[config.mk]
export PLATFORM = sky130hd
export DESIGN_NAME = param_lifo_flat
export DESIGN_NICKNAME = d
export VERILOG_FILES = /design/src/rtl/param_lifo_if.sv /design/src/rtl/param_lifo.sv /design/src/flat_wrapper.sv
export SDC_FILE = /design/constraint.sdc
export NUM_CORES = 1
export LEC_CHECK = 0
export ABC_AREA = 0
export BUFFER_PORTS_ARGS = -buffer_cell sky130_fd_sc_hd__buf_2
export CORE_MARGIN = 2
export CORE_UTILIZATION = 35
export DETAILED_ROUTE_END_ITERATION = 8
export PLACE_DENSITY = 0.53
export REMOVE_ABC_BUFFERS = 1
export SLEW_MARGIN = 20
export SYNTH_ARGS = -nofsm -noshare
export SYNTH_HDL_FRONTEND = slang
export SYNTH_SLANG_ARGS = --single-unit
[constraint.sdc]
create_clock -name clk -period 3.5 [get_ports clk]
set_input_delay 0.7 -clock clk [delete_from_list [all_inputs] [get_ports clk]]
set_output_delay 0.7 -clock clk [all_outputs]
set_load 0.02 [all_outputs]
[src/rtl/param_lifo_if.sv]
// Handshake and status bundle for param_lifo.
// The master drives push/pop/data and the slave (the stack) returns data and status.
interface param_lifo_if #(
  parameter int unsigned Wl    = 8,
  parameter int unsigned DEPTH = 8
);
  localparam int unsigned CW = $clog2(DEPTH + 1);

  logic          push;
  logic          pop;
  logic [Wl-1:0] din;
  logic          clr_err;
  logic [Wl-1:0] dout;
  logic          dout_valid;
  logic [Wl-1:0] top;
  logic [CW-1:0] count;
  logic          full;
  logic          empty;
  logic          overflow;
  logic          underflow;
  logic          error;

  modport master (
    output push, pop, din, clr_err,
    input  dout, dout_valid, top, count, full, empty, overflow, underflow, error
  );

  modport slave (
    input  push, pop, din, clr_err,
    output dout, dout_valid, top, count, full, empty, overflow, underflow, error
  );
endinterface

[src/rtl/param_lifo.sv]
// Parameterised register-based LIFO stack with replace/bypass on simultaneous push+pop
// and sticky overflow/underflow flags.
module param_lifo #(
  parameter int unsigned Wl    = 8,
  parameter int unsigned DEPTH = 8
) (
  input logic         clk,
  input logic         reset,
  param_lifo_if.slave bus
);
  localparam int unsigned CW = $clog2(DEPTH + 1);
  localparam int unsigned AW = $clog2(DEPTH);

  logic [Wl-1:0] mem_q [DEPTH];
  logic [CW-1:0] count_q, count_d;
  logic [Wl-1:0] dout_q, dout_d;
  logic          dout_valid_q, dout_valid_d;
  logic          overflow_q, overflow_d;
  logic          underflow_q, underflow_d;

  logic          full, empty;
  logic [CW-1:0] count_m1;
  logic [AW-1:0] top_idx, wr_idx, mem_idx;
  logic          mem_we;
  logic          of_set, uf_set;

  assign full     = (count_q == CW'(DEPTH));
  assign empty    = (count_q == '0);
  assign count_m1 = count_q - CW'(1);
  // Guard the empty case so the peek index never leaves the array.
  assign top_idx  = empty ? '0 : count_m1[AW-1:0];
  assign wr_idx   = full  ? '0 : count_q[AW-1:0];

  always_comb begin
    count_d      = count_q;
    dout_d       = dout_q;
    dout_valid_d = 1'b0;
    mem_we       = 1'b0;
    mem_idx      = wr_idx;
    of_set       = 1'b0;
    uf_set       = 1'b0;
    case ({bus.push, bus.pop})
      2'b10: begin
        if (full) begin
          of_set = 1'b1;
        end else begin
          mem_we  = 1'b1;
          count_d = count_q + CW'(1);
        end
      end
      2'b01: begin
        if (empty) begin
          uf_set = 1'b1;
        end else begin
          dout_d       = mem_q[top_idx];
          dout_valid_d = 1'b1;
          count_d      = count_m1;
        end
      end
      2'b11: begin
        dout_valid_d = 1'b1;
        if (empty) begin
          dout_d = bus.din;
        end else begin
          dout_d  = mem_q[top_idx];
          mem_we  = 1'b1;
          mem_idx = top_idx;
        end
      end
      default: ;
    endcase
    // A flag being set this cycle wins over a simultaneous clear.
    overflow_d  = of_set | (overflow_q  & ~bus.clr_err);
    underflow_d = uf_set | (underflow_q & ~bus.clr_err);
  end

  always_ff @(posedge clk) begin
    if (reset) begin
      count_q      <= '0;
      dout_q       <= '0;
      dout_valid_q <= 1'b0;
      overflow_q   <= 1'b0;
      underflow_q  <= 1'b0;
    end else begin
      count_q      <= count_d;
      dout_q       <= dout_d;
      dout_valid_q <= dout_valid_d;
      overflow_q   <= overflow_d;
      underflow_q  <= underflow_d;
    end
  end

  // Storage is deliberately left out of reset; entries above count are never observed.
  always_ff @(posedge clk) begin
    if (!reset && mem_we) begin
      mem_q[mem_idx] <= bus.din;
    end
  end

  assign bus.dout       = dout_q;
  assign bus.dout_valid = dout_valid_q;
  assign bus.top        = mem_q[top_idx];
  assign bus.count      = count_q;
  assign bus.full       = full;
  assign bus.empty      = empty;
  assign bus.overflow   = overflow_q;
  assign bus.underflow  = underflow_q;
  assign bus.error      = overflow_q | underflow_q;
endmodule

[src/flat_wrapper.sv]
// flat-port wrapper written by rule: the top's interface ports become plain ports
module param_lifo_flat 
#(
  parameter int unsigned Wl    = 8,
  parameter int unsigned DEPTH = 8
)
  (clk, reset, bus_push, bus_pop, bus_din, bus_clr_err, bus_dout, bus_dout_valid, bus_top, bus_count, bus_full, bus_empty, bus_overflow, bus_underflow, bus_error);
  param_lifo_if #(.Wl(Wl), .DEPTH(DEPTH)) bus_i ();
  input logic clk;
  input logic reset;
  input wire logic [$bits(bus_i.push)-1:0] bus_push;
  input wire logic [$bits(bus_i.pop)-1:0] bus_pop;
  input wire logic [$bits(bus_i.din)-1:0] bus_din;
  input wire logic [$bits(bus_i.clr_err)-1:0] bus_clr_err;
  output wire logic [$bits(bus_i.dout)-1:0] bus_dout;
  output wire logic [$bits(bus_i.dout_valid)-1:0] bus_dout_valid;
  output wire logic [$bits(bus_i.top)-1:0] bus_top;
  output wire logic [$bits(bus_i.count)-1:0] bus_count;
  output wire logic [$bits(bus_i.full)-1:0] bus_full;
  output wire logic [$bits(bus_i.empty)-1:0] bus_empty;
  output wire logic [$bits(bus_i.overflow)-1:0] bus_overflow;
  output wire logic [$bits(bus_i.underflow)-1:0] bus_underflow;
  output wire logic [$bits(bus_i.error)-1:0] bus_error;
  assign bus_i.push = bus_push;
  assign bus_i.pop = bus_pop;
  assign bus_i.din = bus_din;
  assign bus_i.clr_err = bus_clr_err;
  assign bus_dout = bus_i.dout;
  assign bus_dout_valid = bus_i.dout_valid;
  assign bus_top = bus_i.top;
  assign bus_count = bus_i.count;
  assign bus_full = bus_i.full;
  assign bus_empty = bus_i.empty;
  assign bus_overflow = bus_i.overflow;
  assign bus_underflow = bus_i.underflow;
  assign bus_error = bus_i.error;
  param_lifo #(.Wl(Wl), .DEPTH(DEPTH)) u_core (.clk(clk), .reset(reset), .bus(bus_i));
endmodule
After elaboration in Yosys (flattened, before gate mapping)
Memories as Yosys holds them, arrays and structs flattened.
Index checks and enable logic that the tools add are counted.
{ "op_classes": {"add_sub_neg": 2, "n_reduce_logical": 7, "bitwise_logic": 6, "n_mux": 20, "n_eq_ne": 6} }
{ "op_table": {"columns": ["op", "count"], "rows": [
  ["8-bit two-way mux", 2],
  ["8-bit one-hot mux with 2 select lines", 1],
  ["3-bit two-way mux", 4],
  ["1-bit two-way mux", 8],
  ["4-bit two-way mux", 2],
  ["4-bit one-hot mux with 2 select lines", 1],
  ["4-bit by 1-bit adder with 4-bit output, second input constant", 1],
  ["2-bit == test, second input constant", 2],
  ["4-bit == test, second input constant", 1],
  ["4-bit zero test", 1],
  ["2-bit != test, second input constant", 2],
  ["1-bit one-hot mux with 2 select lines", 2],
  ["2-bit nonzero test", 2],
  ["4-bit by 1-bit subtractor with 4-bit output, second input constant", 1],
  ["1-bit OR", 3],
  ["3-bit AND reduction", 1],
  ["1-bit AND", 2],
  ["2-bit by 1-bit == test with 1-bit output, second input constant", 1],
  ["2-bit AND reduction", 1],
  ["1-bit logical AND", 1],
  ["1-bit zero test", 1],
  ["1-bit inverter", 1]
]} }
{ "word_totals": {"ramBits": 64, "input_bits": 13, "memories": 1, "ff_bits": 15} }
{ "memory_table": {"columns": ["memory", "words", "width", "read_ports", "rd_clocked_by_memory_dff", "write_ports", "line_no", "source"], "rows": [
  ["u_core.mem_q", 8, 8, 1, 0, 1, "param_lifo.sv:14", "logic [Wl-1:0] mem_q [DEPTH];"]
]} }

Longest topological paths before layout
{ "logic_depth": {"ltp_word": 6, "depth_mapped": 11, "ltp_nobuf": 7} }

Worst setup path after synthesis
OpenSTA, ideal clock, no wires.
{ "synth_timing": {"kind": "flip-flop to output port", "start": "register u_core.count_q[0] (netlist: u_core.bus.count[0])", "end": "output bus_top[2]", "arrival_time_ps": 2597, "stages_incl_launch_ff": 12, "slack_ps": 203, "path_buffers": 5, "t_required_ps": 2800, "path_cell_list": "dfxtp_1 buf_2 inv_1 clkbuf_1 ha_1 buf_2 buf_2 clkbuf_1 nand3_1 o221ai_1 a211oi_1 a31oi_1"} }
{ "synth_between": {"elab_chain_cells": 3, "elab_cells_between_ends": 4, "classes_between": "1 x add/sub; 1 x mux; 1 x reduce/logical; 1 x memory"} }
{ "synth_lines": {"columns": ["item", "line_no", "source"], "rows": [
  ["start: declaration", "param_lifo.sv:15", "logic [CW-1:0] count_q, count_d;"],
  ["start signal: assignment", "param_lifo.sv:85", "count_q <= count_d;"],
  ["4-bit by 1-bit subtractor with 4-bit output / 4-bit zero test (equally long branches)", "param_lifo.sv:29, param_lifo.sv:28", null],
  ["3-bit two-way mux (*)", "param_lifo.sv:31", "assign top_idx = empty ? '0 : count_m1[AW-1:0];"],
  ["memory read 8 x 8 bit (*)", null, null],
  ["end: declaration", "flat_wrapper.sv:17", "output wire logic [$bits(bus_i.top)-1:0] bus_top;"]
]} }
Every way passes the cells marked *; elsewhere a longest branch is shown, timed or not.

Worst setup path in the final report
{ "layout_timing": {"start": "register u_core.count_q[1] (netlist: u_core.bus.count[1])", "end": "output bus_top[0]"} }
The elaborated chain is that of the path after synthesis.

==> impl_metrics.py <==
metrics = {
    "clock_tree": {
        "htreeDepth": 3,
        "ctsLongestPathBuffers": 2,
        "cts_tree": "done",
        "numCtsBuffers": 9,
        "post-cts-setup-buffer-count": 0,
        "cts_root_buffer": "clkbuf_16",
        "clk_pin_slew_ns": 0.06,
        "clock_latency_ns": 0.34,
        "cts.sinks": 79,
    },
    "synth": {
        "avgSynthCellArea_um2": 11.85,
        "synth_top_cell_area_share": 0.4686,
        "ys.flop_type": "edfxtp_1",
        "synth_seq_area_share": 0.5418,
        "synth_edf_count": 64,
        "ys_async_sr_fraction": 0,
        "synth_seq_cells": 79,
        "syn_inst": 346,
        "yosysTopAreaCell": "edfxtp_1",
        "yosys_warnings": 0,
        "synth.distinct_cells": 58,
        "netlist_top_cells_area": "edfxtp_1 (47%), dfxtp_1 (7.3%), o221ai_1 (3.4%)",
        "syn_area_um2": 4101,
    },
    "timing": {
        "fin_hold_ws_ns": 0.5935,
        "setup_viol": 0,
        "min_period_ns": 3.319,
        "clock_skew_ns": 0.007410,
        "slew_headroom": 0.5969,
        "finalHoldViolCount": 0,
        "max_freq_mhz": 301.3,
        "fin_ws_ns": 0.1811,
        "worst_slew_pin_slew_ns": 0.6047,
        "drv_slew": 0,
        "fin_tns_setup_ns": 0,
        "finalCritPeriodShare": 0.9482,
        "rsz0062_at_grt": "no",
    },
    "final_layout": {
        "final_nets": 408,
        "area_growth_pct": 17.21,
        "instances_no_fill": 541,
        "insertedDiodeCount": 0,
        "final_layout_size_suffix_gt1_frac": 0.2588,
    },
    "setup_path": {
        "cp-start-kind": "flip-flop",
        "path_class": "flip-flop to output port",
        "endpoint_kind": "output port",
        "cpPeakStageDelay_ns": 0.48,
        "worstPathArrival_ns": 2.62,
        "cp_max_fo": 27,
        "critPathBufInv": 3,
        "critPathRequiredTime_ns": 2.80,
        "slowest_stage": "and2_1",
        "path_delay_family": "buffers and inverters",
        "path_cells": "inv_1 -> ha_1 -> buf_4 -> and2_1 -> a32oi_1 -> a31oi_1 -> buf_2",
    },
    "global_route": {
        "gr-usage-all-layers": 0.1952,
        "grt_first_pass_wirelength_mm": 18.44,
        "grt_max_degree": 40,
        "antenna_found_initial": 0,
        "overflow": 0,
        "grt_pass1_vias": 3128,
    },
    "floorplan": {
        "fp-row-count": 39,
        "die_w_um": 112.3,
        "start_util": 0.3592,
        "die-area_um2": 12600,
        "ios": 39,
        "fp.coreArea_um2": 11420,
        "die_y_um": 112.3,
    },
    "detailed_routing": {
        "drt_iter0_drc": 321,
        "vias": 3217,
        "drtPass1Iterations": 5,
        "drtAntennaViolNets": 0,
        "avgRoutedWirePerCell_um": 21.72,
        "wirelength_mm": 11.75,
        "drc": 0,
        "viasPerCell": 5.946,
    },
    "placed_design": {
        "dp_cells": 525,
        "dp_slack_ns": 0.4265,
        "dp_hpwl_mm": 7.719,
        "gp_congestion": 0.8502,
        "portBuffers": 38,
    },
    "power": {
        "finalPower_w": 0.002745,
        "p_leak_nw": 1.656,
        "vdd_drop_max_uv": 231.2,
        "p_per_area_nw_per_um2": 571.1,
    },
    "outcome": {
        "status": "completed",
    },
    "run": {
        "maxCapViolations": 0,
    },
    "worst_hold_path": {
        "hp-class": "flip-flop to flip-flop",
    },
}
## metrics by stage
step / instance area, um2 / utilization
after floorplan: 3938 / -
after global routing: 4807 / 0.4210
after CTS: 4803 / 0.4207
after detailed placement: 4509 / 0.3949
final: 4807 / 0.4210
after global placement: 4509 / 0.3949
## what timing repair did
item	4_1_cts	5_1_grt
resized for setup	0	2
endpoints found under the setup margin	0	8
hold buffers	0	0
## cells in the final DEF (no fill, tap or decap), types with 5 or more instances in the layout
| cell | netlist | routed |
|---|---|---|
| o21ai_0 | 6 | 6 |
| and3_1 | 9 | 9 |
| inv_1 | 13 | 13 |
| o21a_1 | 16 | 16 |
| nand3b_1 | 8 | 8 |
| a2111oi_2 | 7 | 7 |
| a21o_1 | 7 | 7 |
| edfxtp_1 | 64 | 64 |
| nor2b_1 | 7 | 7 |
| mux2_2 | 7 | 7 |
| nor2_1 | 5 | 5 |
| o221ai_1 | 16 | 16 |
| a32oi_1 | 7 | 7 |
| clkbuf_16 | 0 | 9 |
| a31oi_1 | 8 | 8 |
| buf_2 | 8 | 38 |
| buf_4 | 0 | 27 |
| and4_1 | 7 | 7 |
| o32ai_1 | 8 | 8 |
| nor3b_1 | 8 | 8 |
| dfxtp_1 | 15 | 15 |
| nor4b_1 | 7 | 7 |
| nor3_1 | 20 | 20 |
| a211oi_1 | 8 | 8 |
| a21oi_1 | 5 | 5 |
| nand3_1 | 8 | 8 |
| nand2_1 | 15 | 15 |
## per-layer routing
metal  vias to the layer above  track usage  part of all wire  routed length, um
li1                       1480            -                 -                  -
met1                      1602       0.2759              0.46               5359
met2                       117       0.2984              0.46               5433
met3                        18      0.03402             0.061                711
met4                         0      0.08049             0.021                246
met5                         -            0                 0                  0
## logic make-up after synthesis
kind of cell	Yosys count	share of synthesized area
AO/OA/AOI/OAI	103	0.2047
AND/OR/NAND/NOR	106	0.1565
buffers and inverters	44	0.05674
adder cells (fa/ha/maj)	2	0.006100
multiplexers	10	0.02990
XOR/XNOR	2	0.004272
flip-flops	79	0.5418
## path summary, 6_finish.rpt
check,start,to,slack (ns),depth (start not counted)
setup reg to reg,u_core.bus.count[1],u_core.mem_q[0][2],0.76,8
hold reg to reg,u_core.bus.dout[3],u_core.bus.dout[3],0.59,2
hold / removal,u_core.bus.dout[3],u_core.bus.dout[3],0.59,2
setup / recovery,u_core.bus.count[1],bus_top[0],0.18,7
## state kept, by name, indices dropped and copies added, names as in the netlist
register,count
u_core.mem_q,64
u_core.bus.dout,8
u_core.bus.count,4
u_core.bus.dout_valid,1
u_core.bus.overflow,1
u_core.bus.underflow,1
## Yosys cell counts (all sizes together) (9+ instances only)
library cell  number
edfxtp            64
nor3              20
buf               17
nand2             16
o21a              16
o221ai            16
dfxtp             15
inv               13
clkbuf            12
a211oi             9
and3               9
nand3              9
## area by class of cell
cell class	instances	area, um2
Sequential cell	79	2222
Multi-Input combinational cell	223	1650
Clock inverter	4	47.55
Tap cell	143	178.9
Clock buffer	12	246.5
Fill cell	1101	6611
Inverter	15	68.82
Timing Repair Buffer	65	392.9
## power breakdown
group | switching (W) | total (W) | internal (W)
Clock | 0.000358 | 0.000927 | 0.000569
Sequential | 0.0000209 | 0.00107 | 0.00105
Combinational | 0.000500 | 0.000748 | 0.000247
Total | 0.000879 | 0.00275 | 0.00187
## tightest hold or removal path: cells and delay by family, from the launching register on
kind | cells | cell delay (ns)
flops | 1 | 0.30
compound gates | 1 | 0.17
simple gates | 1 | 0.07
Note: power is estimated with default switching activity, not from simulation.
